$ cat src/rtl/program_loader_if.sv
// Byte-stream input and program-memory write bus for the program loader.
// master = loader side, slave = byte source / program memory side.
interface program_loader_if #(
    parameter int NB_ADDR = 10,
    parameter int NB_DATA = 32,
    parameter int NB_BYTE = 8
);
    logic [NB_BYTE-1:0] i_rx_data;
    logic               i_rx_valid;
    logic               o_rx_ready;
    logic               o_wr_enable;
    logic [NB_ADDR-1:0] o_wr_addr;
    logic [NB_DATA-1:0] o_wr_data;

    modport master (
        input  i_rx_data, i_rx_valid,
        output o_rx_ready, o_wr_enable, o_wr_addr, o_wr_data
    );

    modport slave (
        output i_rx_data, i_rx_valid,
        input  o_rx_ready, o_wr_enable, o_wr_addr, o_wr_data
    );
endinterface

$ cat src/rtl/program_loader.sv
// Downloads a program byte-serially into program memory, then gates CPU run/halt.
// Words are assembled MSB-first and written one cycle after their last byte.
module program_loader #(
    parameter int                 NB_ADDR   = 10,
    parameter int                 NB_DATA   = 32,
    parameter int                 NB_BYTE   = 8,
    parameter int                 ROM_DEPTH = 1024,
    parameter logic [NB_DATA-1:0] HALT_WORD = 32'hFFFF_FFFF
) (
    input  logic             i_clock,
    input  logic             i_reset,
    input  logic             i_load_req,
    input  logic             i_run,
    input  logic             i_cpu_halt,
    output logic             o_cpu_enable,
    output logic             o_ready,
    output logic             o_overflow,
    output logic [NB_ADDR:0] o_word_count,
    program_loader_if.master bus
);
    localparam int BYTES   = NB_DATA / NB_BYTE;
    localparam int NB_BCNT = (BYTES > 1) ? $clog2(BYTES) : 1;
    localparam logic [NB_BCNT-1:0] LAST_BYTE = NB_BCNT'(BYTES - 1);
    localparam logic [NB_ADDR:0]   LAST_ADDR = (NB_ADDR + 1)'(ROM_DEPTH - 1);

    typedef enum logic [2:0] {IDLE, LOAD, WRITE, READY, RUN, HALTED} state_t;

    state_t             state, state_nx;
    logic [NB_BCNT-1:0] byte_cnt;
    logic [NB_DATA-1:0] shreg;
    logic [NB_DATA-1:0] wr_data_q;
    logic [NB_ADDR-1:0] wr_addr_q;
    logic [NB_ADDR:0]   word_cnt;
    logic               ovf;
    logic               rx_ready, wr_en, ready, cpu_en, start_load;
    logic               accept, last_byte, is_halt, at_end;
    logic [NB_DATA-1:0] assembled;

    assign accept    = rx_ready && bus.i_rx_valid;
    assign last_byte = (byte_cnt == LAST_BYTE);
    assign assembled = {shreg[NB_DATA-NB_BYTE-1:0], bus.i_rx_data};
    assign is_halt   = (wr_data_q == HALT_WORD);
    assign at_end    = (word_cnt == LAST_ADDR);

    always_ff @(posedge i_clock or posedge i_reset) begin
        if (i_reset) state <= IDLE;
        else         state <= state_nx;
    end

    always_comb begin
        state_nx   = state;
        rx_ready   = 1'b0;
        wr_en      = 1'b0;
        ready      = 1'b0;
        cpu_en     = 1'b0;
        start_load = 1'b0;
        case (state)
            IDLE: begin
                if (i_load_req) begin
                    start_load = 1'b1;
                    state_nx   = LOAD;
                end
            end
            LOAD: begin
                rx_ready = 1'b1;
                if (bus.i_rx_valid && last_byte) state_nx = WRITE;
            end
            WRITE: begin
                wr_en = 1'b1;
                // HALT_WORD wins even when it lands in the last slot, so no overflow then
                if (is_halt || at_end) state_nx = READY;
                else                   state_nx = LOAD;
            end
            READY: begin
                ready = 1'b1;
                if (i_load_req) begin
                    start_load = 1'b1;
                    state_nx   = LOAD;
                end else if (i_run) begin
                    state_nx = RUN;
                end
            end
            RUN: begin
                cpu_en = 1'b1;
                if (i_cpu_halt) state_nx = HALTED;
            end
            HALTED: begin
                if (i_load_req) begin
                    start_load = 1'b1;
                    state_nx   = LOAD;
                end else if (i_run) begin
                    state_nx = RUN;
                end
            end
            default: state_nx = IDLE;
        endcase
    end

    // Write address/data are captured with the last byte and held until the next word
    always_ff @(posedge i_clock or posedge i_reset) begin
        if (i_reset) begin
            byte_cnt  <= '0;
            shreg     <= '0;
            wr_data_q <= '0;
            wr_addr_q <= '0;
            word_cnt  <= '0;
            ovf       <= 1'b0;
        end else begin
            if (start_load) begin
                byte_cnt <= '0;
                word_cnt <= '0;
                ovf      <= 1'b0;
            end
            if (accept) begin
                shreg <= assembled;
                if (last_byte) begin
                    byte_cnt  <= '0;
                    wr_data_q <= assembled;
                    wr_addr_q <= word_cnt[NB_ADDR-1:0];
                end else begin
                    byte_cnt <= byte_cnt + 1'b1;
                end
            end
            if (wr_en) begin
                word_cnt <= word_cnt + 1'b1;
                if (!is_halt && at_end) ovf <= 1'b1;
            end
        end
    end

    assign bus.o_rx_ready  = rx_ready;
    assign bus.o_wr_enable = wr_en;
    assign bus.o_wr_addr   = wr_addr_q;
    assign bus.o_wr_data   = wr_data_q;
    assign o_cpu_enable    = cpu_en;
    assign o_ready         = ready;
    assign o_overflow      = ovf;
    assign o_word_count    = word_cnt;
endmodule

$ cat src/flat_wrapper.sv
// flat-port wrapper written by rule: the top's interface ports become plain ports
module program_loader_flat 
#(
    parameter int                 NB_ADDR   = 10,
    parameter int                 NB_DATA   = 32,
    parameter int                 NB_BYTE   = 8,
    parameter int                 ROM_DEPTH = 1024,
    parameter logic [NB_DATA-1:0] HALT_WORD = 32'hFFFF_FFFF
)
  (i_clock, i_reset, i_load_req, i_run, i_cpu_halt, o_cpu_enable, o_ready, o_overflow, o_word_count, bus_i_rx_data, bus_i_rx_valid, bus_o_rx_ready, bus_o_wr_enable, bus_o_wr_addr, bus_o_wr_data);
  program_loader_if #(.NB_ADDR(NB_ADDR), .NB_DATA(NB_DATA), .NB_BYTE(NB_BYTE)) bus_i ();
  input  logic i_clock;
  input  logic i_reset;
  input  logic i_load_req;
  input  logic i_run;
  input  logic i_cpu_halt;
  output logic o_cpu_enable;
  output logic o_ready;
  output logic o_overflow;
  output logic [NB_ADDR:0] o_word_count;
  input wire logic [$bits(bus_i.i_rx_data)-1:0] bus_i_rx_data;
  input wire logic [$bits(bus_i.i_rx_valid)-1:0] bus_i_rx_valid;
  output wire logic [$bits(bus_i.o_rx_ready)-1:0] bus_o_rx_ready;
  output wire logic [$bits(bus_i.o_wr_enable)-1:0] bus_o_wr_enable;
  output wire logic [$bits(bus_i.o_wr_addr)-1:0] bus_o_wr_addr;
  output wire logic [$bits(bus_i.o_wr_data)-1:0] bus_o_wr_data;
  assign bus_i.i_rx_data = bus_i_rx_data;
  assign bus_i.i_rx_valid = bus_i_rx_valid;
  assign bus_o_rx_ready = bus_i.o_rx_ready;
  assign bus_o_wr_enable = bus_i.o_wr_enable;
  assign bus_o_wr_addr = bus_i.o_wr_addr;
  assign bus_o_wr_data = bus_i.o_wr_data;
  program_loader #(.NB_ADDR(NB_ADDR), .NB_DATA(NB_DATA), .NB_BYTE(NB_BYTE), .ROM_DEPTH(ROM_DEPTH), .HALT_WORD(HALT_WORD)) u_core (.i_clock(i_clock), .i_reset(i_reset), .i_load_req(i_load_req), .i_run(i_run), .i_cpu_halt(i_cpu_halt), .o_cpu_enable(o_cpu_enable), .o_ready(o_ready), .o_overflow(o_overflow), .o_word_count(o_word_count), .bus(bus_i));
endmodule
$ cat config.mk
export PLATFORM = sky130hd
export DESIGN_NAME = program_loader_flat
export DESIGN_NICKNAME = d
export VERILOG_FILES = /design/src/rtl/program_loader_if.sv /design/src/rtl/program_loader.sv /design/src/flat_wrapper.sv
export SDC_FILE = /design/constraint.sdc
export NUM_CORES = 1
export LEC_CHECK = 0
export ABC_AREA = 1
export CELL_PAD_IN_SITES_DETAIL_PLACEMENT = 0
export CELL_PAD_IN_SITES_GLOBAL_PLACEMENT = 2
export CORE_MARGIN = 2
export CORE_UTILIZATION = 31
export CTS_CLUSTER_DIAMETER = 60
export CTS_CLUSTER_SIZE = 40
export DETAILED_ROUTE_END_ITERATION = 8
export GPL_TIMING_DRIVEN = 0
export PLACE_DENSITY = 0.78
export RECOVER_POWER = 50
export SLEW_MARGIN = 15
export SYNTH_ARGS = -nofsm -noshare
export SYNTH_HDL_FRONTEND = slang
export SYNTH_SLANG_ARGS = --single-unit
$ cat constraint.sdc
create_clock -name i_clock -period 3.4 [get_ports i_clock]
set_input_delay 0.34 -clock i_clock [delete_from_list [all_inputs] [get_ports i_clock]]
set_output_delay 0.34 -clock i_clock [all_outputs]
set_load 0.02 [all_outputs]
==> results of run 1 <==
-- stage by stage --
step,instance area (sq um),hold WS [ns]
2_1_floorplan,3590,0.453
3_3_place_gp,4480,0.466
3_5_place_dp,4510,0.473
4_1_cts,4820,0.405
5_1_grt,4750,0.505
6_report,4750,0.481
-- cell type report --
type / count / area (sq um) / area share, %
inverters: 48 / 183 / 3.84
flip-flops and latches: 83 / 2080 / 43.7
multi-input cells: 250 / 1200 / 25.2
clock inverters: 3 / 65.1 / 1.37
clock buffers: 10 / 239 / 5.03
well taps: 143 / 179 / 3.76
plain buffers: 14 / 75.1 / 1.58
repair buffers: 72 / 738 / 15.5
-- placed cells by master (no fill, tap or decap), drive strengths merged --
cell,Yosys,layout
nand2,121,121
dfrtp,83,83
clkdlybuf4s50,0,70
o21ai,69,69
inv,48,45
nor2,22,22
clkbuf,3,18
nand3,13,13
mux2,9,9
buf,11,7
a21oi,5,5
nand4,3,3
clkinvlp,0,2
o22ai,2,2
ha,2,2
bufinv,0,2
clkinv,0,2
nor3,2,2
a21boi,1,1
o31ai,1,1
dlygate4sd3,0,1
-- path summary, 6_finish.rpt --
kind	from	end	slack, ns	cells after the start
max	u_core.state[1]	u_core.bus.o_wr_addr[1]	1.00	10
min	u_core.shreg[21]	u_core.shreg[21]	0.48	2
max reg2reg	u_core.state[1]	u_core.bus.o_wr_addr[1]	1.00	10
min reg2reg	u_core.shreg[21]	u_core.shreg[21]	0.48	2
max in group asynchronous	i_reset	u_core.shreg[19]	1.64	3
min in group asynchronous	i_reset	u_core.state[1]	0.89	2
-- layer usage --
layer / wire length (microns) / vias up / GRT usage (%) / share of wire [%]
li1: - / 1418 / - / -
met2: 4100 / 52 / 23.5 / 46
met4: 67 / 0 / 3.95 / 0.76
met5: 0 / - / 0 / 0
met3: 346 / 4 / 4.41 / 3.9
met1: 4350 / 1413 / 19.6 / 49
-- kinds of logic after synthesis --
logic type | after synthesis | share of synthesized area (%)
and+or+nand+nor | 161 | 18.6
DFF | 83 | 57.8
buffers and inverters | 62 | 8.08
muxes | 9 | 3.76
adders and majority gates | 2 | 0.696
AOI/OAI and AO/OA | 78 | 11.1
-- sequential cells by signal (all words and copies together) (netlist names) --
signal / flops
u_core.bus.o_wr_addr: 10
u_core.bus.o_wr_data: 32
u_core.byte_cnt: 2
u_core.o_overflow: 1
u_core.o_word_count: 11
u_core.shreg: 24
u_core.state: 3
-- report_power, final --
part	leakage, uW	internal [uW]	switching (uW)
combinational	0.000884	496	670
sequential	0.00112	1270	200
clock	0.000150	650	367
-- critical path, cell delays in order, from the launching register on --
cell and delay (ns):
dfrtp_1 0.41, inv_1 0.07, nand2_1 0.08, clkinv_1 0.06, nand2_1 0.11, clkinvlp_2 0.19
nand2_1 0.17, clkbuf_1 0.57, clkbuf_1 0.49, nand2_1 0.09, o21ai_0 0.09
==> results.toml, run 1 <==
[status]
status = "finished with violations"
failed_checks = "capacitance limit, slew limit"

[synthesis]
synth_warnings = 0
synthCells = 395
synth_ff_type = "dfrtp_1"
yosysSeqAreaShare_pct = 57.8
syn_area_per_cell_sq_um = 9.10
synth.net_count = 411
synth_most_common_cell = "nand2_1"
synth_top_area_share_pct = 57.8
synth_edf_count = 0
ys_ff_latch = 83
synthesis.area_sq_um = 3590
ys_top_cells_by_count = "nand2_1 (115), dfrtp_1 (83), o21ai_0 (45)"
synth_top_cell_by_area = "dfrtp_1"
ys_async_sr_fraction_pct = 100
ys_types = 26
synth_area_leaders = "dfrtp_1 (58%), nand2_1 (12%), o21ai_0 (6.3%)"

[global_routing]
grt_usage_pct = 14.7
grt_pass1_wl_mm = 14.6
grt_pass1_vias = 2858
grt_max_degree = 49
grt_overflow = 0
antenna_found_initial = 0

[timing]
slew_viol_final = 36
fin_skew_ns = 0.00599
relSlewSlack_pct = -16.1
max_freq_mhz = 417
worstMarginPinSlew_ns = 1.73
fin_crit_sh_pct = 70.6
hold_viol = 0
worst_slack_ns = 1.00
rsz0062_at_grt = "false"
finalSetupTns_ns = 0
period_minus_slack_ns = 2.40
finalSetupViolations = 0

[die]
fp.coreArea_sq_um = 11400
dieArea_sq_um = 12500
fp-row-count = 39
num_io_pins = 72
floorplan.initialDensity_pct = 31.6
die_y_microns = 112
die_w_microns = 112

[clocking]
cts_buffers = 9
cts_hold_buf = 0
clockBufferDepth = 2
insertion_delay_ns = 0.33
post_cts_buffers = 0
tritoncts = "yes"
numClockSinks = 83
clockRootBuffer = "clkbuf_16"
cts_resized = 0
clk_pin_slew_ns = 0.06
htree_levels = 3

[setup_path]
arrival_ns = 2.65
crit_required_ns = 3.65
critPathKind = "reg -> reg"
worstSetupStartpointType = "flip-flop"
path_max_fanout = 10
cp-end-kind = "flip-flop"

[final_layout]
insertedDiodeCount = 0
n_fill_cell = 1181
fin_nets = 494
area.growth.synth_to_final_pct = 32.3
fin_cells = 623
drive_above_1_share_pct = 7.29
final_util_pct = 41.8

[power_and_ir_drop]
power_leakage_uw = 0.00215
power.total_uw = 3650
ir_drop_uv = 270
p_per_area_nw_per_um2 = 768

[placement]
dp_hpwl_mm = 6.42
place_ws_ns = 1.37
place.gp.congestion = 0.812
io_buffers = 71
placed_cells = 610

[route]
route.detailed.wl_per_inst_microns = 14.2
vias = 2887
drc_errors = 0
drtIter0Drc = 129
finalWirelength_mm = 8.86
vias_per_cell = 4.63
ant_nets = 0
drt_pass1_iterations = 4

[run]
max_cap_viol_count = 1

[min_path]
hold_class = "reg -> reg"
(Power assumes the default switching activity.)
==> run 2, diff against run 1 <==
CORE_UTILIZATION = 28   (was 31)
PLACE_DENSITY = 0.75   (was 0.78)
clock period = 1.99 ns   (was 3.4 ns; I/O delays follow)
==> run 2 against run 1 <==
Worst hold slack lost 0.061 ns. Utilization down 3.5 points. Cell area rose by 1.3%. Largest power group unchanged. Non-clock buffer count grew 1. Critical path depth is 5 lower. The flow now finishes without violations. Final cell count grew 5.3%. Total power grew 71%.
==> results.toml, run 2 (synthesis results as in run 1) <==
[placement]
place.gp.congestion = 0.737
place_ws_ns = 0.0826
placed_cells = 640
placedInstanceArea_sq_um = 4560
dp_hpwl_mm = 6.68
io_buffers = 71

[timing]
fin_crit_sh_pct = 88.4
finalSetupViolations = 0
finalSetupTns_ns = 0
worstMarginPinSlew_ns = 0.872
period_minus_slack_ns = 1.76
max_freq_mhz = 568
relSlewSlack_pct = 41.5
slew_viol_final = 0
rsz0062_at_grt = "false"
hold_viol = 0
worst_slack_ns = 0.231
fin_skew_ns = 0.00661

[route]
route.detailed.wl_per_inst_microns = 13.9
vias = 2835
vias_per_cell = 4.32
finalWirelength_mm = 9.13
drc_errors = 0
top_layer = "met4"
dr_wl_met3_microns = 352
drt_pass1_iterations = 4
ant_nets = 0
wl_met2_mm = 4.12
wl_met1_mm = 4.54
drtIter0Drc = 177

[clocking]
numClockSinks = 83
clockBufferDepth = 2
insertion_delay_ns = 0.34
cts_buffers = 9
clk_pin_slew_ns = 0.06
tritoncts = "yes"
clockRootBuffer = "clkbuf_16"
htree_levels = 3

[global_routing]
grt_max_degree = 35
grt_usage_pct = 14.3
grt_pass1_wl_mm = 14.9
grt_pass1_vias = 2928
antenna_found_initial = 0
grt_overflow = 0

[die]
dieArea_sq_um = 13800
fp-row-count = 41
die_w_microns = 117
fp.coreArea_sq_um = 12600
num_io_pins = 72
floorplan.initialDensity_pct = 28.6
die_y_microns = 117

[setup_path]
path_max_fanout = 10
timing.rr.start = "u_core.state[1]"
worstSetupStartpointType = "flip-flop"
critPathKind = "reg -> out"
crit_required_ns = 1.79
cp-end-kind = "primary output"
cp-startpoint = "u_core.state[2]"
arrival_ns = 1.56

[status]
status = "complete, no violations"

[power_and_ir_drop]
ir_drop_uv = 447
power_leakage_uw = 0.00223
p_per_area_nw_per_um2 = 1290

[final_layout]
fin_nets = 495
largest_reg_flops = 32
finalInstanceArea_sq_um = 4820
final_common_cell = "nand2_1"
fin_cells = 656
area.growth.synth_to_final_pct = 34.0
drive_above_1_share_pct = 8.68
insertedDiodeCount = 0
final_cell_mix = "nand2_1 (118), dfrtp_1 (83), clkdlybuf4s50_1 (66)"

[min_path]
hold_start = "bus_i_rx_data[1]"
hold_class = "in -> reg"

[run]
max_cap_viol_count = 0
[run 2: changes by cell type in the layout (fill, tap and decap cells not counted), moves of 2 or more]
cell | before | now
buf_6 | 2 | 4
clkbuf_1 | 8 | 6
buf_2 | 3 | 1
dlymetal6s2s_1 | 0 | 3
clkdlybuf4s50_1 | 70 | 66
clkbuf_2 | 0 | 4
[run 2: per-layer routing]
metal | GRT usage [%] | vias up
met5 | 0 | -
met4 | 5.18 | 0
met3 | 3.04 | 9
met2 | 22.3 | 47
met1 | 19.7 | 1359
li1 | - | 1420
[run 2: cell type report]
cell class / count / area [sq um]
inverters: 48 / 184
clock buffers: 12 / 256
clock inverters: 4 / 48.8
well taps: 172 / 215
fillers: 1294 / 7750
multi-input cells: 250 / 1200
plain buffers: 14 / 93.8
repair buffers: 73 / 738
flip-flops and latches: 83 / 2080
[run 2: metrics by stage]
step | hold WS [ns] | power, uW | util [%]
after floorplan | 0.344 | 3710 | -
after global placement | 0.467 | 4600 | 36.0
after detailed placement | 0.474 | 4640 | 36.3
after CTS | 0.240 | 6370 | 38.7
after global routing | 0.433 | 6680 | 38.3
final | 0.421 | 6230 | 38.3
[run 2: repair_timing]
action                                  in CTS  in global routing
pin swaps                                    0                  0
resized for setup                            2                  5
gates cloned                                 0                  0
hold endpoints to repair                     0                  0
endpoints found under the setup margin       1                  4
buffers inserted                             0                  0
hold buffers                                 0                  0
[run 2: where the power goes]
group          switching [uW]  total (uW)  internal (uW)
clock network             674        1710           1040
logic                    1170        2000            838
registers                 352        2520           2170
[run 2: path summary, 6_finish.rpt]
check,endpoint,slack (ns),cells after the start
setup / recovery,bus_o_wr_enable,0.23,5
max in group asynchronous,u_core.bus.o_wr_data[19],0.34,3
hold / removal,u_core.bus.o_wr_data[1],0.42,3
setup reg to reg,u_core.bus.o_wr_data[4],0.28,10
min in group asynchronous,u_core.state[0],0.45,2
hold reg to reg,u_core.shreg[5],0.48,2
[run 2: worst max-delay path, cell delays in order, from the launching register on]
cell and delay (ns):
dfrtp_1 0.43, inv_2 0.11, nand2_1 0.08, nor2_2 0.16, clkbuf_4 0.25, clkbuf_2 0.19
